==> config.mk <==
export PLATFORM = sky130hd
export DESIGN_NAME = store
export DESIGN_NICKNAME = d
export VERILOG_FILES = /design/src/rtl/store.sv
export SDC_FILE = /design/constraint.sdc
export NUM_CORES = 1
export LEC_CHECK = 0
export CAP_MARGIN = 20
export CORE_MARGIN = 5
export CORE_UTILIZATION = 56
export CTS_CLUSTER_DIAMETER = 80
export CTS_CLUSTER_SIZE = 10
export DETAILED_ROUTE_END_ITERATION = 10
export DONT_BUFFER_PORTS = 1
export PLACE_DENSITY = 0.74
export RECOVER_POWER = 25
export SYNTH_ARGS = -nofsm -noshare
export SYNTH_HDL_FRONTEND = slang
export SYNTH_SLANG_ARGS = --single-unit
==> constraint.sdc <==
create_clock -name CLK -period 1.35 [get_ports CLK]
set_input_delay 0.27 -clock CLK [delete_from_list [all_inputs] [get_ports CLK]]
set_output_delay 0.27 -clock CLK [all_outputs]
set_load 0.005 [all_outputs]
==> src/rtl/store.sv <==
// store: AXI4 single-beat write master; latches one word + address per request, reports done/err/count.
// Latency: AW/W issue on the acceptance edge; O_DONE pulses the cycle after the B handshake (>= 2 cycles).
// Backpressure: MEM_WAIT high from acceptance until B completes; READY may stall indefinitely, VALID holds.
// Optional feature: define STORE_RESP_CHECK_EN to latch non-OKAY BRESP into the sticky O_ERR flag.
module store #(
  parameter int C_M_AXI_THREAD_ID_WIDTH = 1,
  parameter int C_M_AXI_ADDR_WIDTH      = 32,
  parameter int C_M_AXI_DATA_WIDTH      = 32,
  parameter int C_M_AXI_AWUSER_WIDTH    = 1,
  parameter int C_M_AXI_WUSER_WIDTH     = 4,
  parameter int C_M_AXI_BUSER_WIDTH     = 1
) (
  input  logic                               CLK,
  input  logic                               RST,
  output logic                               MEM_WAIT,
  input  logic                               I_VALID,
  input  logic [C_M_AXI_ADDR_WIDTH-1:0]      I_ADDR,
  input  logic [C_M_AXI_DATA_WIDTH-1:0]      I_DATA,
  output logic                               O_DONE,
  output logic                               O_ERR,
  output logic [15:0]                        O_COUNT,
  output logic [C_M_AXI_THREAD_ID_WIDTH-1:0] M_AXI_AWID,
  output logic [C_M_AXI_ADDR_WIDTH-1:0]      M_AXI_AWADDR,
  output logic [7:0]                         M_AXI_AWLEN,
  output logic [2:0]                         M_AXI_AWSIZE,
  output logic [1:0]                         M_AXI_AWBURST,
  output logic                               M_AXI_AWLOCK,
  output logic [3:0]                         M_AXI_AWCACHE,
  output logic [2:0]                         M_AXI_AWPROT,
  output logic [3:0]                         M_AXI_AWQOS,
  output logic [C_M_AXI_AWUSER_WIDTH-1:0]    M_AXI_AWUSER,
  output logic                               M_AXI_AWVALID,
  input  logic                               M_AXI_AWREADY,
  output logic [C_M_AXI_DATA_WIDTH-1:0]      M_AXI_WDATA,
  output logic [C_M_AXI_DATA_WIDTH/8-1:0]    M_AXI_WSTRB,
  output logic                               M_AXI_WLAST,
  output logic [C_M_AXI_WUSER_WIDTH-1:0]     M_AXI_WUSER,
  output logic                               M_AXI_WVALID,
  input  logic                               M_AXI_WREADY,
  input  logic [C_M_AXI_THREAD_ID_WIDTH-1:0] M_AXI_BID,
  input  logic [1:0]                         M_AXI_BRESP,
  input  logic [C_M_AXI_BUSER_WIDTH-1:0]     M_AXI_BUSER,
  input  logic                               M_AXI_BVALID,
  output logic                               M_AXI_BREADY
);

  typedef enum logic [1:0] {S_IDLE, S_XFER, S_RESP} state_t;

  state_t                          state, state_nxt;
  logic                            aw_done, w_done;
  logic                            aw_vld, w_vld, b_rdy;
  logic                            accept, b_hs;
  logic [C_M_AXI_ADDR_WIDTH-1:0]   awaddr_q;
  logic [C_M_AXI_DATA_WIDTH-1:0]   wdata_q;
  logic                            done_q;
  logic [15:0]                     count_q;
  logic                            unused_sig;

  // State register.
  always_ff @(posedge CLK) begin
    if (RST) state <= S_IDLE;
    else     state <= state_nxt;
  end

  // Next state and channel handshake signals; VALIDs depend only on state and done flags.
  always_comb begin
    state_nxt = state;
    aw_vld    = 1'b0;
    w_vld     = 1'b0;
    b_rdy     = 1'b0;
    accept    = 1'b0;
    case (state)
      S_IDLE: begin
        if (I_VALID) begin
          accept    = 1'b1;
          state_nxt = S_XFER;
        end
      end
      S_XFER: begin
        aw_vld = !aw_done;
        w_vld  = !w_done;
        // A handshake completing on this edge counts as done.
        if ((aw_done || M_AXI_AWREADY) && (w_done || M_AXI_WREADY))
          state_nxt = S_RESP;
      end
      S_RESP: begin
        b_rdy = 1'b1;
        if (M_AXI_BVALID) state_nxt = S_IDLE;
      end
      default: state_nxt = S_IDLE;
    endcase
  end

  assign b_hs = b_rdy && M_AXI_BVALID;

  // Track AW and W completion independently; cleared on each new request.
  always_ff @(posedge CLK) begin
    if (RST || accept) begin
      aw_done <= 1'b0;
      w_done  <= 1'b0;
    end else begin
      if (aw_vld && M_AXI_AWREADY) aw_done <= 1'b1;
      if (w_vld && M_AXI_WREADY)   w_done  <= 1'b1;
    end
  end

  // Capture address (word-aligned) and data at acceptance; held until the next request.
  always_ff @(posedge CLK) begin
    if (RST) begin
      awaddr_q <= '0;
      wdata_q  <= '0;
    end else if (accept) begin
      awaddr_q <= {I_ADDR[C_M_AXI_ADDR_WIDTH-1:2], 2'b00};
      wdata_q  <= I_DATA;
    end
  end

  // Completion pulse and wrapping write counter, both driven by the B handshake.
  always_ff @(posedge CLK) begin
    if (RST) begin
      done_q  <= 1'b0;
      count_q <= 16'd0;
    end else begin
      done_q <= b_hs;
      if (b_hs) count_q <= count_q + 16'd1;
    end
  end

`ifdef STORE_RESP_CHECK_EN
  logic err_q;

  // Sticky error on any non-OKAY write response.
  always_ff @(posedge CLK) begin
    if (RST)                                err_q <= 1'b0;
    else if (b_hs && M_AXI_BRESP != 2'b00)  err_q <= 1'b1;
  end

  assign O_ERR = err_q;
`else
  assign O_ERR = 1'b0;
`endif

  // BID/BUSER carry nothing this master needs; low address bits are forced to zero.
  assign unused_sig = ^{M_AXI_BID, M_AXI_BUSER, M_AXI_BRESP, I_ADDR[1:0]};

  assign MEM_WAIT      = (state != S_IDLE);
  assign O_DONE        = done_q;
  assign O_COUNT       = count_q;

  assign M_AXI_AWID    = '0;
  assign M_AXI_AWADDR  = awaddr_q;
  assign M_AXI_AWLEN   = 8'd0;
  assign M_AXI_AWSIZE  = 3'b010;
  assign M_AXI_AWBURST = 2'b01;
  assign M_AXI_AWLOCK  = 1'b0;
  assign M_AXI_AWCACHE = 4'b0011;
  assign M_AXI_AWPROT  = 3'b000;
  assign M_AXI_AWQOS   = 4'b0000;
  assign M_AXI_AWUSER  = '0;
  assign M_AXI_AWVALID = aw_vld;

  assign M_AXI_WDATA   = wdata_q;
  assign M_AXI_WSTRB   = '1;
  assign M_AXI_WLAST   = w_vld;
  assign M_AXI_WUSER   = '0;
  assign M_AXI_WVALID  = w_vld;

  assign M_AXI_BREADY  = b_rdy;

endmodule

## Word level (Yosys, flattened, before mapping)

Index checks and enable logic that the tools add are counted.

- Flip-flop bits (word level): 83
- Memories: 0
- RAM bits: 0
- Latch bits: 0
- Input port bits: 74
- Memory bits (read-only): 0
- Output and inout bits: 122
- Logic and storage cells: 34

- Mux-type cells: 9
- $add $sub $neg: 1
- Shift-type cells: 0
- Order comparisons: 0
- Reduce and logical (&&, ||, !) cells: 12
- Div/mod/pow operators: 0
- $mul: 0
- Bitwise logic cells: 0
- Equal/unequal tests: 5

Operator list:

| cell | count |
|---|---|
| 16-bit by 1-bit adder with 16-bit output, second input constant | 1 |
| 2-bit two-way mux | 3 |
| 2-bit inequality test, second input constant | 3 |
| 2-bit one-hot mux with 3 select lines | 1 |
| 1-bit two-way mux | 5 |
| 1-bit logical AND | 4 |
| 1-bit logical OR | 3 |
| 3-bit AND reduction | 1 |
| 2-bit by 1-bit equality test with 1-bit output, second input constant | 1 |
| 2-bit equality test, second input constant | 1 |
| 1-bit zero test | 2 |
| 2-bit zero test | 1 |
| 2-bit nonzero test | 1 |

## Logic depth before layout (Yosys ltp)

Gate-level depths: netlist (run 1).

- Depth after elaboration: 4
- Depth in mapped cells: 6
- Gate-level depth less buffers: 5

## Worst setup path before layout (run 1)

Ideal clock, no wire load.

- Path kind: register to register
- Start: register count_q[2] (netlist: O_COUNT[2])
- End: register count_q[15] (netlist: O_COUNT[15])
- Path buffers: 0
- Setup slack: -0.164 ns
- Data arrival time: 1.391 ns
- Library setup time: 0.123 ns
- Data required time: 1.227 ns
- Cell stages (with the launch flop): 5
- Path through: dfxtp_1 nand4_4 nor4_4 nand4_1 mux2_1

- Word-level cells in the longest chain between the ends: 1

RTL lines:

| element | RTL line | source |
|---|---|---|
| start, declared | 56 | `logic [15:0] count_q;` |
| start signal, assigned | 125 | `if (b_hs) count_q <= count_q + 16'd1;` |
| 16-bit by 1-bit adder with 16-bit output | 125 |  |

No other way between the ends.
A chain may end at the register's enable or synchronous reset.

## Worst setup path in the final report (run 1)

- Start: register state[1]
- End: register wdata_q[20] (netlist: M_AXI_WDATA[20])

- Word-level cells in the longest chain between the ends: 2

RTL lines:

| element | RTL line | source |
|---|---|---|
| start, declared | 49 | `state_t state, state_nxt;` |
| start signal, assigned | 62 | `else state <= state_nxt;` |
| 2-bit zero test | 72 | `case (state)` |
| 1-bit two-way mux | 72 |  |
| end signal, assigned | 111 | `wdata_q <= '0;` |
| end signal, assigned | 114 | `wdata_q <= I_DATA;` |
| end, declared | 54 | `logic [C_M_AXI_DATA_WIDTH-1:0] wdata_q;` |

No other way between the ends.

==> impl_results.md, run 1 <==
* Status: finished, violations left
* Failing checks: negative hold slack, negative setup slack
* H-tree depth at 3
* Crit path depth at 8
* Cell taking the most area after synthesis: dfxtp_1
* Worst-path fanout max at 9
* PnR worst setup slack at -0.101 ns
* Largest net degree at the start of global routing at 85
* Crit start category: flip-flop
* Clk sinks at 83
* Slowest stage cell on the critical path: dfxtp_2
* Cell variety after synth at 33
* Vias/cell at approximately 5.4
* Final Hold Viols at 4
* CP top delay family: buffers and inverters
* Share of synthesized registers carrying an async set or reset at 0%
* Crit-path cells: buf_6 > nand2b_4 > buf_6 > nor2_4 > buf_12 > clkbuf_16 > nand2_1 > a21oi_2
* TNS Setup at -2.00 ns
* Most used cell, CP: buf_6
* GRT Overall Usage at 20.3%
* Layout area overhead at 27.7%
* Seq/Total Area, Yosys at 48.9%
* GPL Wtd Cong at 0.728
* CTS tree: done
* Critical Path End Type: flip-flop
* Number of synthesized flops with an enable pin at 0
* Top_reg_cell synth: dfxtp_1
* Cell Area, Synth at roughly 3400 sq um
* Top post-synthesis cells by area: dfxtp_1 49%, nand2_1 14%, a21oi_1 10%
* # hold bufs at CTS at 1
* Gate Count Post-Synth at between 400 and 500
* GRT Residual Overflow at 0
* Final worst-path cycle share at 107%
* Num CTS Buffers at 9
* Crit-path max cell delay at 0.34 ns
* Detailed Place HPWL at about 5600 microns
* Drt pass-1 iters at 4
* Nets at 526
* Peak supply drop at 0.000909 V
* Floorplan core area at 5920 sq um
* Die Span X at 87.9 microns
* Clk root buf: clkbuf_8
* Vias in the first global route at 2,650
* CTS clk-pin slew, worst paths at 0.09 ns
* Port bufs at 0
* Pwr dens at 1220 nW/um^2
* Top-area cell type share of the netlist area at between 40% and 50%
* WS Path Type: reg2reg
* Hold Crit Class: in2reg
* Antenna Cells at 0
* Rows at 28
* Worst slack at placement at -0.198 ns
* Initial core utilization at 57.4%
* Crit path buf inv count at 4
* Num ports at 196
* First-pass GRT wire length at 12,300 microns
* Hold WS at -0.0156 ns
* DRT iter0 DRCs at 104
* DRT antenna net count at 0
* WL/cell at roughly 18 microns
* Remaining DRCs at 0
* Clock Path Buffers at 2
* Slew Limit Fails at 0
* Max Freq at 689 MHz
* Total die area at 7730 sq um
* Initial antenna violation count at 0
* Vias at 2,861
* R2r worst-path depth at 8
* Yosys warnings at 0
* Max_cap viols at 0
* RSZ-0062 raised after global routing: yes
* Hold Path Depth at 1
* LEAKAGE at 1.76 nW
* Mean cell area of the mapped netlist at 8.02 sq um
* CP required at 1.63 ns
* Minimum clock period at 1.45 ns
* Die height at 87.9 microns
* Post-synth top cells: 131 x nand2_1, 83 x dfxtp_1, 70 x a21oi_1
* Final setup fails at 67
* Final wirelength at 9330 microns
* Fraction of final layout cells sized beyond drive strength 1 at between 30% and 40%
* Flops & latches, synth at 83
* WP data arrival at 1.73 ns
* Final Skew at approximately 0.0075 ns
* Most numerous cell in the Yosys netlist: nand2_1
* Skew-Pair Late Insertion Delay at about 0.34 ns
-- metal layers --
layer	vias to the layer above	global-route usage (%)	share of wire, %
met5	-	0	0
met4	0	6.56	1.1
met3	10	9.69	12
met2	145	35.1	53
met1	1352	22.0	34
li1	1354	-	-
-- sequential cells by signal, summed over array words and instances (netlist names) --
signal,cells
M_AXI_AWADDR,30
M_AXI_WDATA,32
O_COUNT,16
O_DONE,1
aw_done,1
state,2
w_done,1
-- final cells by class --
type / count / area [sq um]
clock buffers: 11 / 141
flip-flops and latches: 83 / 1670
fillers: 455 / 1580
clock inverters: 5 / 86.3
well taps: 75 / 93.8
repair buffers: 43 / 495
inverters: 5 / 18.8
multi-input cells: 309 / 1840
-- cell usage in the layout (no fill, tap or decap), drive strengths merged, types with 3 or more instances in the layout --
| cell type | n |
|---|---|
| xor2 | 3 |
| nor3 | 3 |
| nand4 | 7 |
| clkbuf | 16 |
| nor2 | 21 |
| conb | 38 |
| dfxtp | 83 |
| nor2b | 4 |
| a21oi | 70 |
| nor4 | 4 |
| xnor2 | 6 |
| inv | 5 |
| o21ai | 3 |
| buf | 38 |
| nand2 | 131 |
| clkinv | 3 |
-- worst paths after layout --
kind,start,to,slack (ns)
setup / recovery,state[1]$_SDFFE_PP0P_,M_AXI_WDATA[20]$_SDFFE_PP0P_,-0.10
hold / removal,RST,M_AXI_WDATA[1]$_SDFFE_PP0P_,-0.02
setup reg to reg,state[1]$_SDFFE_PP0P_,M_AXI_WDATA[20]$_SDFFE_PP0P_,-0.10
hold reg to reg,M_AXI_WDATA[3]$_SDFFE_PP0P_,M_AXI_WDATA[3]$_SDFFE_PP0P_,0.47
-- report_power, final --
part | switching [mW] | total (mW) | internal [mW]
sequential | 0.109 | 2.68 | 2.58
combinational | 0.329 | 0.611 | 0.282
clock | 0.901 | 2.00 | 1.10
-- cell families (layout without fill, tap and decap cells) --
family / Yosys count / after routing / share of synthesized area (%)
multiplexers: 2 / 2 / 0.625
XOR/XNOR: 9 / 9 / 2.32
other: 2 / 38 / 0.221
AO/OA/AOI/OAI: 78 / 78 / 12.2
flip-flops: 83 / 83 / 48.9
adder cells (fa/ha/maj): 1 / 1 / 0.368
AND/OR/NAND/NOR: 181 / 181 / 23.6
buffers and inverters: 68 / 64 / 11.8
-- metrics by stage --
step	area [sq um]	util, %	power, mW	hold WS, ns	cells
3_3_place_gp	3530	59.6	3.11	0.342	501
3_5_place_dp	3530	59.6	3.13	0.345	501
4_1_cts	3910	66.0	5.13	-0.0263	522
5_1_grt	4340	73.3	5.54	-0.0519	531
6_report	4340	73.3	5.30	-0.0156	531
2_1_floorplan	3540	-	3.10	0.406	460
-- timing repair --
action / in CTS / in global routing
pin swaps: 10 / 26
endpoints found under the setup margin: 10 / 78
resized for setup: 24 / 77
endpoints found under the hold margin: 81 / 80
setup buffers: 4 / 4
gates cloned: 0 / 7
(Power assumes the default switching activity.)
==> inputs of run 2 (changes only) <==
CELL_PAD_IN_SITES_DETAIL_PLACEMENT = 0   (was not set)
CELL_PAD_IN_SITES_GLOBAL_PLACEMENT = 1   (was not set)
CORE_UTILIZATION = 38   (was 56)
GPL_ROUTABILITY_DRIVEN = 0   (was not set)
PLACE_DENSITY = not set   (was 0.74)
PLACE_DENSITY_LB_ADDON = 0.1   (was not set)
==> run 2 against run 1 <==
The run still ends with negative hold slack, negative setup slack left; sequential share of layout area rose by 0.97 points; critical path depth fell by 3; sequential power barely moved; register-to-register slack improved by 0.07 ns; global-route usage fell by 5.6 points; clock power fell by 3%; largest cell class unchanged; setup slack improved by 0.071 ns; count of clock-buffer cells in the layout did not move; final cell count rose by 7.0%.
==> impl_results.md, run 2 (synthesis gave the netlist of run 1 again) <==
* Hold path startpoint: RST
* Fraction of final layout cells sized beyond drive strength 1 at 26.5%
* WS Path Type: reg2reg
* Final worst-path cycle share at 102%
* WP data arrival at between 1.5 and 2 ns
* CTS clk-pin slew, worst paths at 0.08 ns
* Crit start category: flip-flop
* R2r worst-path depth at 5
* Largest register FFs at 32
* GR peak layer: met2
* CP required at 1.58 ns
* Met2 GRT Util at roughly 22%
* Critical Path End Type: flip-flop
* WL/cell at 16.7 microns
* Hold EP: O_COUNT[5]$_SDFFE_PP0P_
* Max Freq at 725 MHz
* RSZ-0062 raised after global routing: yes
* Failing checks: negative hold slack, negative setup slack
* Nets at 531
* First-pass GRT wire length at 13,100 microns
* GRT Overall Usage at between 10% and 20%
* Reg2Reg Launch Point: state[1]$_SDFFE_PP0P_
* Clk root buf: clkbuf_8
* Remaining DRCs at 0
* Final wirelength at 9490 microns
* Num CTS Buffers at 9
* Hold Path Depth at 1
* Port bufs at 0
* Minimum clock period at approximately 1.4 ns
* Pwr dens at 1220 nW/um^2
* Antenna Cells at 0
* Num ports at 196
* Drt pass-1 iters at 4
* GRT Residual Overflow at 0
* Vias at 2,783
* Non-filler cells, final at 568
* GR Layer Usage met1 at between 10% and 20%
* Clock Path Buffers at 2
* Die height at 105 microns
* Die Span X at 105 microns
* Hold Crit Class: in2reg
* Most common cell after layout, fill and taps aside: nand2_1
* Total die area at 10,900 sq um
* Largest net degree at the start of global routing at 85
* Initial core utilization at 39.0%
* Detailed Place HPWL at 5780 microns
* Status: finished, violations left
* Fillers at 885
* Layout area overhead at 24.8%
* Met3 Use GR at slightly below 10%
* Power after layout at 5.19 mW
* Final Skew at 0.0110 ns
* H-tree depth at 3
* R2R Path End: O_COUNT[15]$_SDFFE_PP0P_
* CTS tree: done
* Floorplan core area at 8720 sq um
* Reg-to-reg setup timing slack at -0.03 ns
* Placed insts at about 540
* Slew Limit Fails at 0
* PnR worst setup slack at -0.0302 ns
* Initial antenna violation count at 0
* DRT iter0 DRCs at 97
* Vias/cell at roughly 4.9
* LEAKAGE at approximately 1.7 nW
* Rows at 34
* DRT antenna net count at 0
* Peak supply drop at just under 0.0006 V
* Commonest cells after routing, fill and taps aside: 129 x nand2_1, 74 x dfxtp_1, 47 x a21oi_1, 38 x conb_1, 31 x buf_4
* Final setup fails at 3
* Worst-path fanout max at 4
* Max_cap viols at 0
* Hold WS at -0.0178 ns
* Clk sinks at 83
* Vias in the first global route at approximately 2,400
* Skew-Pair Late Insertion Delay at between 0.3 and 0.4 ns
* Final Hold Viols at 21
==> run 2: changes by cell type in the layout (fill, tap and decap cells not counted), moves of 4 or more <==
cell     delta
nand2_1    +25
a21oi_1    +16
nand2_4     -6
buf_4       +4
a21oi_2    -16
nand2_2    -19
==> run 2: metrics by stage <==
step | setup WS, ns | setup TNS [ns] | instance area (sq um) | hold slack, ns | utilization, %
2_1_floorplan | -0.0682 | -0.188 | 3540 | 0.406 | -
3_3_place_gp | -0.0247 | -0.0421 | 3550 | 0.345 | 40.7
3_5_place_dp | -0.0563 | -0.0951 | 3550 | 0.347 | 40.7
4_1_cts | -0.0252 | -0.0540 | 3870 | -0.0339 | 44.4
5_1_grt | -0.127 | -0.640 | 4240 | -0.0510 | 48.7
6_report | -0.0302 | -0.0365 | 4240 | -0.0178 | 48.7
==> run 2: where the power goes <==
part	leakage [nW]	switching (mW)	total, mW	internal, mW
combinational	0.917	0.305	0.562	0.257
sequential	0.683	0.105	2.68	2.58
clock	0.110	0.858	1.95	1.09
total	1.71	1.27	5.19	3.92
==> run 2: area by class of cell <==
class,instances,area [sq um],area share [%]
Timing Repair Buffer,48,522,12.3
Clock buffer,11,141,3.33
Sequential cell,83,1670,39.4
Inverter,5,18.8,0.442
Clock inverter,4,73.8,1.74
Tap cell,108,135,3.18
Multi-Input combinational cell,309,1680,39.6
==> run 2: metal layers <==
| layer | up-vias | share of wire [%] |
|---|---|---|
| met3 | 11 | 12 |
| met2 | 115 | 47 |
| met1 | 1298 | 40 |
| met5 | - | 0 |
| li1 | 1359 | - |
| met4 | 0 | 1.6 |
==> run 2: worst max path at each step <==
stage                                  startpoint                  endpoint  slack (ns)
after global routing      O_COUNT[2]$_SDFFE_PP0P_  O_COUNT[15]$_SDFFE_PP0P_       -0.13
after CTS                   state[1]$_SDFFE_PP0P_  O_COUNT[15]$_SDFFE_PP0P_       -0.03
after floorplan           O_COUNT[0]$_SDFFE_PP0P_   O_COUNT[6]$_SDFFE_PP0P_       -0.07
after global placement    O_COUNT[0]$_SDFFE_PP0P_  O_COUNT[12]$_SDFFE_PP0P_       -0.02
after detailed placement  O_COUNT[1]$_SDFFE_PP0P_   O_COUNT[6]$_SDFFE_PP0P_       -0.06
final                       state[1]$_SDFFE_PP0P_  O_COUNT[15]$_SDFFE_PP0P_       -0.03
==> run 2: critical path, cell delays in order, from the launching register on <==
cell      delay (ns)
dfxtp_2         0.36
buf_6           0.10
nand3b_1        0.18
nor2_4          0.20
nand4_1         0.12
mux2_4          0.31
==> run 2: what timing repair did <==
item,CTS,global route
resized for setup,15,48
pin swaps,4,15
endpoints found under the hold margin,81,81
endpoints found under the setup margin,7,69
gates cloned,0,7
setup buffers,5,6
